## config.mk

```make
export PLATFORM = sky130hd
export DESIGN_NAME = instr_fetch_unit_flat
export DESIGN_NICKNAME = d
export VERILOG_FILES = /design/src/rtl/instr_fetch_unit_if.sv /design/src/rtl/instr_fetch_unit.sv /design/src/flat_wrapper.sv
export SDC_FILE = /design/constraint.sdc
export NUM_CORES = 1
export LEC_CHECK = 0
export BUFFER_PORTS_ARGS = -buffer_cell sky130_fd_sc_hd__buf_4
export CAP_MARGIN = 30
export CORE_MARGIN = 1
export CORE_UTILIZATION = 40
export DETAILED_ROUTE_END_ITERATION = 8
export PLACE_DENSITY = 0.72
export RECOVER_POWER = 25
export SYNTH_ARGS = -nofsm -noshare
export SYNTH_HDL_FRONTEND = slang
export SYNTH_SLANG_ARGS = --single-unit
```

## constraint.sdc

```tcl
create_clock -name clk -period 4.6 [get_ports clk]
set_input_delay 0.92 -clock clk [delete_from_list [all_inputs] [get_ports clk]]
set_output_delay 0.92 -clock clk [all_outputs]
set_load 0.01 [all_outputs]
```

## src/rtl/instr_fetch_unit_if.sv

```systemverilog
// Fetch-stage bus bundle: instruction-memory request/response, redirect input and the
// valid/ready handshake toward decode. The fetch unit is the master side.
interface instr_fetch_unit_if;
  logic        imem_req;
  logic [31:0] imem_addr;
  logic        imem_gnt;
  logic        imem_rvalid;
  logic [31:0] imem_rdata;
  logic        redirect_valid;
  logic [31:0] redirect_pc;
  logic        if_valid;
  logic        if_ready;
  logic [31:0] instruction_code;
  logic [31:0] if_pc;

  modport master (
    output imem_req, imem_addr, if_valid, instruction_code, if_pc,
    input  imem_gnt, imem_rvalid, imem_rdata, redirect_valid, redirect_pc, if_ready
  );

  modport slave (
    input  imem_req, imem_addr, if_valid, instruction_code, if_pc,
    output imem_gnt, imem_rvalid, imem_rdata, redirect_valid, redirect_pc, if_ready
  );
endinterface

```

## src/rtl/instr_fetch_unit.sv

```systemverilog
// Instruction fetch unit: owns the PC, keeps at most one word request outstanding, buffers
// returned words in a 2-entry FIFO toward decode and discards responses made stale by a
// branch/jump redirect.
module instr_fetch_unit #(
  parameter logic [31:0] RESET_PC  = 32'h0000_0000,
  parameter int unsigned BUF_DEPTH = 2  // only 2 is supported
) (
  input logic                clk,
  input logic                rst_n,
  instr_fetch_unit_if.master io_bus
);

  localparam logic [1:0] StIdle = 2'd0;
  localparam logic [1:0] StReq  = 2'd1;
  localparam logic [1:0] StWait = 2'd2;

  logic [1:0]  r_state, w_state_nxt;
  logic [31:0] r_pc, w_pc_nxt;
  logic [31:0] r_req_pc, w_req_pc_nxt;
  logic        r_drop, w_drop_nxt;
  logic [1:0]  r_count, w_count_nxt;
  logic        r_head, w_head_nxt;
  logic [31:0] r_buf_instr [2];
  logic [31:0] r_buf_pc    [2];

  logic w_issue;
  logic w_rsp;
  logic w_push;
  logic w_pop;
  logic w_tail;

  // Credit check: only request when the returning word is guaranteed a free slot.
  assign io_bus.imem_req  = (r_state == StReq) && (32'(r_count) < BUF_DEPTH);
  assign io_bus.imem_addr = r_pc;

  assign w_issue = io_bus.imem_req & io_bus.imem_gnt;
  assign w_rsp   = (r_state == StWait) & io_bus.imem_rvalid;
  // A redirect in the response cycle makes that word stale as well.
  assign w_push  = w_rsp & ~r_drop & ~io_bus.redirect_valid;
  assign w_pop   = io_bus.if_valid & io_bus.if_ready;
  // Tail slot = head + count (mod 2).
  assign w_tail  = r_head ^ r_count[0];

  assign io_bus.if_valid         = (r_count != 2'd0);
  assign io_bus.instruction_code = io_bus.if_valid ? r_buf_instr[r_head] : 32'h0;
  assign io_bus.if_pc            = io_bus.if_valid ? r_buf_pc[r_head] : 32'h0;

  // Fetch FSM next state; a redirect overrides every normal update.
  always_comb begin
    w_state_nxt  = r_state;
    w_pc_nxt     = r_pc;
    w_req_pc_nxt = r_req_pc;
    w_drop_nxt   = r_drop;
    case (r_state)
      StIdle: w_state_nxt = StReq;
      StReq: begin
        if (w_issue) begin
          w_req_pc_nxt = r_pc;
          w_pc_nxt     = r_pc + 32'd4;
          w_state_nxt  = StWait;
        end
      end
      StWait: begin
        if (io_bus.imem_rvalid) begin
          w_drop_nxt  = 1'b0;
          w_state_nxt = StReq;
        end
      end
      default: w_state_nxt = StIdle;
    endcase
    if (io_bus.redirect_valid) begin
      w_pc_nxt = {io_bus.redirect_pc[31:2], 2'b00};
      // A request still in flight after this cycle must have its response swallowed.
      if (((r_state == StWait) && !io_bus.imem_rvalid) || w_issue) begin
        w_state_nxt = StWait;
        w_drop_nxt  = 1'b1;
      end else begin
        w_state_nxt = StReq;
        w_drop_nxt  = 1'b0;
      end
    end
  end

  // Buffer occupancy; a transfer in the redirect cycle still completes, the rest is flushed.
  always_comb begin
    w_count_nxt = r_count;
    w_head_nxt  = r_head;
    if (io_bus.redirect_valid) begin
      w_count_nxt = 2'd0;
      w_head_nxt  = 1'b0;
    end else begin
      w_count_nxt = r_count + {1'b0, w_push} - {1'b0, w_pop};
      w_head_nxt  = w_pop ? ~r_head : r_head;
    end
  end

  // Control state registers.
  always_ff @(posedge clk or negedge rst_n) begin
    if (!rst_n) begin
      r_state  <= StIdle;
      r_pc     <= RESET_PC;
      r_req_pc <= RESET_PC;
      r_drop   <= 1'b0;
      r_count  <= 2'd0;
      r_head   <= 1'b0;
    end else begin
      r_state  <= w_state_nxt;
      r_pc     <= w_pc_nxt;
      r_req_pc <= w_req_pc_nxt;
      r_drop   <= w_drop_nxt;
      r_count  <= w_count_nxt;
      r_head   <= w_head_nxt;
    end
  end

  // Buffer storage: write the returned word and its PC into the tail slot.
  always_ff @(posedge clk or negedge rst_n) begin
    if (!rst_n) begin
      r_buf_instr[0] <= 32'h0;
      r_buf_instr[1] <= 32'h0;
      r_buf_pc[0]    <= 32'h0;
      r_buf_pc[1]    <= 32'h0;
    end else if (w_push) begin
      r_buf_instr[w_tail] <= io_bus.imem_rdata;
      r_buf_pc[w_tail]    <= r_req_pc;
    end
  end

endmodule

```

## src/flat_wrapper.sv

```systemverilog
// flat-port wrapper written by rule: the top's interface ports become plain ports
module instr_fetch_unit_flat 
#(
  parameter logic [31:0] RESET_PC  = 32'h0000_0000,
  parameter int unsigned BUF_DEPTH = 2                        
)
  (clk, rst_n, io_bus_imem_req, io_bus_imem_addr, io_bus_if_valid, io_bus_instruction_code, io_bus_if_pc, io_bus_imem_gnt, io_bus_imem_rvalid, io_bus_imem_rdata, io_bus_redirect_valid, io_bus_redirect_pc, io_bus_if_ready);
  instr_fetch_unit_if io_bus_i ();
  input logic clk;
  input logic rst_n;
  output wire logic [$bits(io_bus_i.imem_req)-1:0] io_bus_imem_req;
  output wire logic [$bits(io_bus_i.imem_addr)-1:0] io_bus_imem_addr;
  output wire logic [$bits(io_bus_i.if_valid)-1:0] io_bus_if_valid;
  output wire logic [$bits(io_bus_i.instruction_code)-1:0] io_bus_instruction_code;
  output wire logic [$bits(io_bus_i.if_pc)-1:0] io_bus_if_pc;
  input wire logic [$bits(io_bus_i.imem_gnt)-1:0] io_bus_imem_gnt;
  input wire logic [$bits(io_bus_i.imem_rvalid)-1:0] io_bus_imem_rvalid;
  input wire logic [$bits(io_bus_i.imem_rdata)-1:0] io_bus_imem_rdata;
  input wire logic [$bits(io_bus_i.redirect_valid)-1:0] io_bus_redirect_valid;
  input wire logic [$bits(io_bus_i.redirect_pc)-1:0] io_bus_redirect_pc;
  input wire logic [$bits(io_bus_i.if_ready)-1:0] io_bus_if_ready;
  assign io_bus_imem_req = io_bus_i.imem_req;
  assign io_bus_imem_addr = io_bus_i.imem_addr;
  assign io_bus_if_valid = io_bus_i.if_valid;
  assign io_bus_instruction_code = io_bus_i.instruction_code;
  assign io_bus_if_pc = io_bus_i.if_pc;
  assign io_bus_i.imem_gnt = io_bus_imem_gnt;
  assign io_bus_i.imem_rvalid = io_bus_imem_rvalid;
  assign io_bus_i.imem_rdata = io_bus_imem_rdata;
  assign io_bus_i.redirect_valid = io_bus_redirect_valid;
  assign io_bus_i.redirect_pc = io_bus_redirect_pc;
  assign io_bus_i.if_ready = io_bus_if_ready;
  instr_fetch_unit #(.RESET_PC(RESET_PC), .BUF_DEPTH(BUF_DEPTH)) u_core (.clk(clk), .rst_n(rst_n), .io_bus(io_bus_i));
endmodule
```

==> reports/results.tsv <==
stage	metric	value	unit
cts	htree_levels	4	
global_routing	grt_max_degree	104	
floorplanning	start_util	40.8	%
final_layout	regArea	0.00476	mm²
final_layout	fin_nets	914	
floorplanning	die_y	149	µm
final_layout	mostFrequentLayoutCells	dfrtp_1, buf_4, mux2_2	
global_routing	grt_pass1_vias	5921	
synthesis	synthFlopType	dfrtp_1	
pwr	p_leak	4.98	nW
synthesis	ys_types	42	
sta	fin_setup_tns	0	ns
sta	finalSetupViolations	0	
pwr	ir_drop	240	µV
detailed_routing	vias	5812	
critical_path	crit_required	4.95	ns
floorplanning	die_area	0.0221	mm²
run_status	violations	max-capacitance violations, max-slew violations	
place	port_buffers	161	
place	dp_hpwl	12300	µm
detailed_routing	drc	0	
hold_path	hp-start	u_core.r_buf_pc[60]	
run_status	outcome	finished with violations	
cts	insertion_delay	0.43	ns
hold_path	min_path_type	flop to flop	
critical_path	crit_start	io_bus_imem_gnt	
critical_path	crit_path_end_kind	flop	
sta	hold_violations	0	
detailed_routing	wl_per_cell	16.9	µm
global_routing	grt_overflow	0	
sta	worstMarginPinSlew	2.58	ns
final_layout	drive_above_1_share	42.5	%
cts	cts_resized	0	
floorplanning	fp.dieW	149	µm
synthesis	syn-cell-area	0.00861	mm²
synthesis	syn_inst	693	
detailed_routing	ant_nets	0	
critical_path	critPathKind	input pin to flop	
sta	whs	0.504	ns
sta	grt_setup_unrepaired	false	
detailed_routing	drt_wl_total	19100	µm
place	place.gp.congestion	0.784	
critical_path	crit_path_start_kind	input pin	
synthesis	yosys_register_bits	190	
synthesis	syn_avg_cell_area	12.4	µm²
sta	slew_headroom	-72.0	%
pwr	total_power	6.06	mW
final_layout	layout_commonest_cell	dfrtp_1	
detailed_routing	first_pass_iters	4	
pwr	p_per_area	565	mW/mm²
cts	cts_setup_buffers	0	
cts	postCtsHoldBufs	0	
final_layout	insertedDiodeCount	0	
global_routing	grt_usage	18.2	%
final_layout	nFillCells	1888	
detailed_routing	viasPerCell	5.15	
cts	clockBufferDepth	2	
sta	drv_slew	104	
synthesis	ys_async_sr_fraction	100	%
detailed_routing	drt-initial-drc-count	270	
synthesis	synth-edff-count	0	
global_routing	antenna_found_initial	0	
sta	max_freq	0.309	GHz
critical_path	cp.arrival	3.59	ns
job	max_cap_viol_count	1	
global_routing	grt_pass1_wl	30900	µm
critical_path	worstPathMaxFanout	16	
synthesis	yosysSeqAreaShare	55.2	%
final_layout	multi_input_area	0.00368	mm²
cts	cts_made_buffers	17	
floorplanning	ios	168	
cts	root_buffer	clkbuf_16	
sta	finalCritPeriodShare	70.5	%
cts	path_clk_slew	0.07	ns
cts	clkSinkCount	190	
floorplanning	rows	53	
synthesis	ys_warn_count	0	
sta	finalCriticalPeriod	3.24	ns
floorplanning	core_area	0.0211	mm²
critical_path	r2r_start	u_core.r_count[1]	
final_layout	postLayoutCoreUtil	50.8	%
sta	skew	0.0148	ns
final_layout	area_growth	24.5	%
cts	cts_tree	yes	
worst paths after layout:
path	to	slack, ns	cells after the start
max	u_core.io_bus.imem_addr[30]	1.36	7
min	u_core.r_buf_pc[60]	0.50	1
max reg2reg	u_core.io_bus.imem_addr[30]	1.45	6
min reg2reg	u_core.r_buf_pc[60]	0.50	1
max in group asynchronous	u_core.r_head	1.47	1
min in group asynchronous	u_core.r_buf_instr[42]	1.24	1
power by group:
part | total, mW | switching, mW | internal (mW)
Clock | 1.55 | 0.637 | 0.917
Sequential | 2.65 | 0.416 | 2.24
Combinational | 1.85 | 0.836 | 1.02
metrics by stage:
| stage | cell area (µm²) | setup slack [ns] | std cells |
|---|---|---|---|
| 2_1_floorplan | 8620 | 2.10 | 696 |
| 3_3_place_gp | 10100 | 1.54 | 1097 |
| 3_5_place_dp | 10100 | 1.51 | 1097 |
| 4_1_cts | 10700 | 1.41 | 1129 |
| 5_1_grt | 10700 | 0.876 | 1129 |
| 6_report | 10700 | 1.36 | 1129 |
registers in the layout, indices dropped and copies added, names as in the netlist:
name	count
u_core.r_drop	1
u_core.r_head	1
u_core.r_count	2
u_core.io_bus.imem_addr	30
u_core.r_req_pc	30
u_core.r_buf_instr	64
u_core.r_state	2
u_core.r_buf_pc	60
final cells by class:
type / count / area share, %
Clock buffer: 20 / 4.07
Clock inverter: 12 / 1.72
Inverter: 11 / 0.385
Multi-Input combinational cell: 452 / 34.3
Sequential cell: 190 / 44.4
Tap cell: 275 / 3.21
Timing Repair Buffer: 169 / 11.9
layer usage:
metal	routed length [µm]	global-route usage, %	vias to the layer above
met4	269	5.57	0
li1	-	-	2706
met5	0	0	-
met3	976	4.23	19
met2	9060	28.7	148
met1	8760	24.7	2939
worst max-delay path: stages:
cell and delay (ns):
buf_4 0.09, nor4bb_4 0.29, clkbuf_1 0.66, nand4_1 0.62, nor2_1 0.38, or4b_1 0.47, a31oi_1 0.17
synthesized netlist by cell type, drive strengths merged, types with 2 or more instances:
cell | number | area (µm²)
and4 | 2 | 17.5
xor2 | 6 | 52.6
inv | 10 | 37.5
o31ai | 2 | 15.0
nor3 | 9 | 45.0
buf | 17 | 81.3
nand3b | 2 | 15.0
nor2 | 75 | 282
nand4 | 9 | 71.3
or4b | 2 | 23.8
nand2 | 36 | 135
o21ai | 25 | 125
nor3b | 2 | 15.0
a31oi | 4 | 25.0
dfrtp | 190 | 4750
ha | 3 | 37.5
and3 | 2 | 17.5
clkbuf | 26 | 97.6
nor2b | 2 | 12.5
and2 | 3 | 18.8
nor4 | 6 | 37.5
nand3 | 8 | 40.0
mux2i | 63 | 631
mux2 | 155 | 1750
xnor2 | 22 | 193
kinds of logic after synthesis:
| kind of cell | Yosys count | synth area share (%) |
|---|---|---|
| muxes | 218 | 27.6 |
| AOI/OAI and AO/OA | 37 | 2.47 |
| DFF | 190 | 55.2 |
| and+or+nand+nor | 162 | 8.83 |
| buffers and inverters | 54 | 2.56 |
| xor gates and xnor gates | 28 | 2.85 |
| adders and majority gates | 3 | 0.436 |
| other | 1 | 0.0436 |
Power figures use the tool's default switching activity.
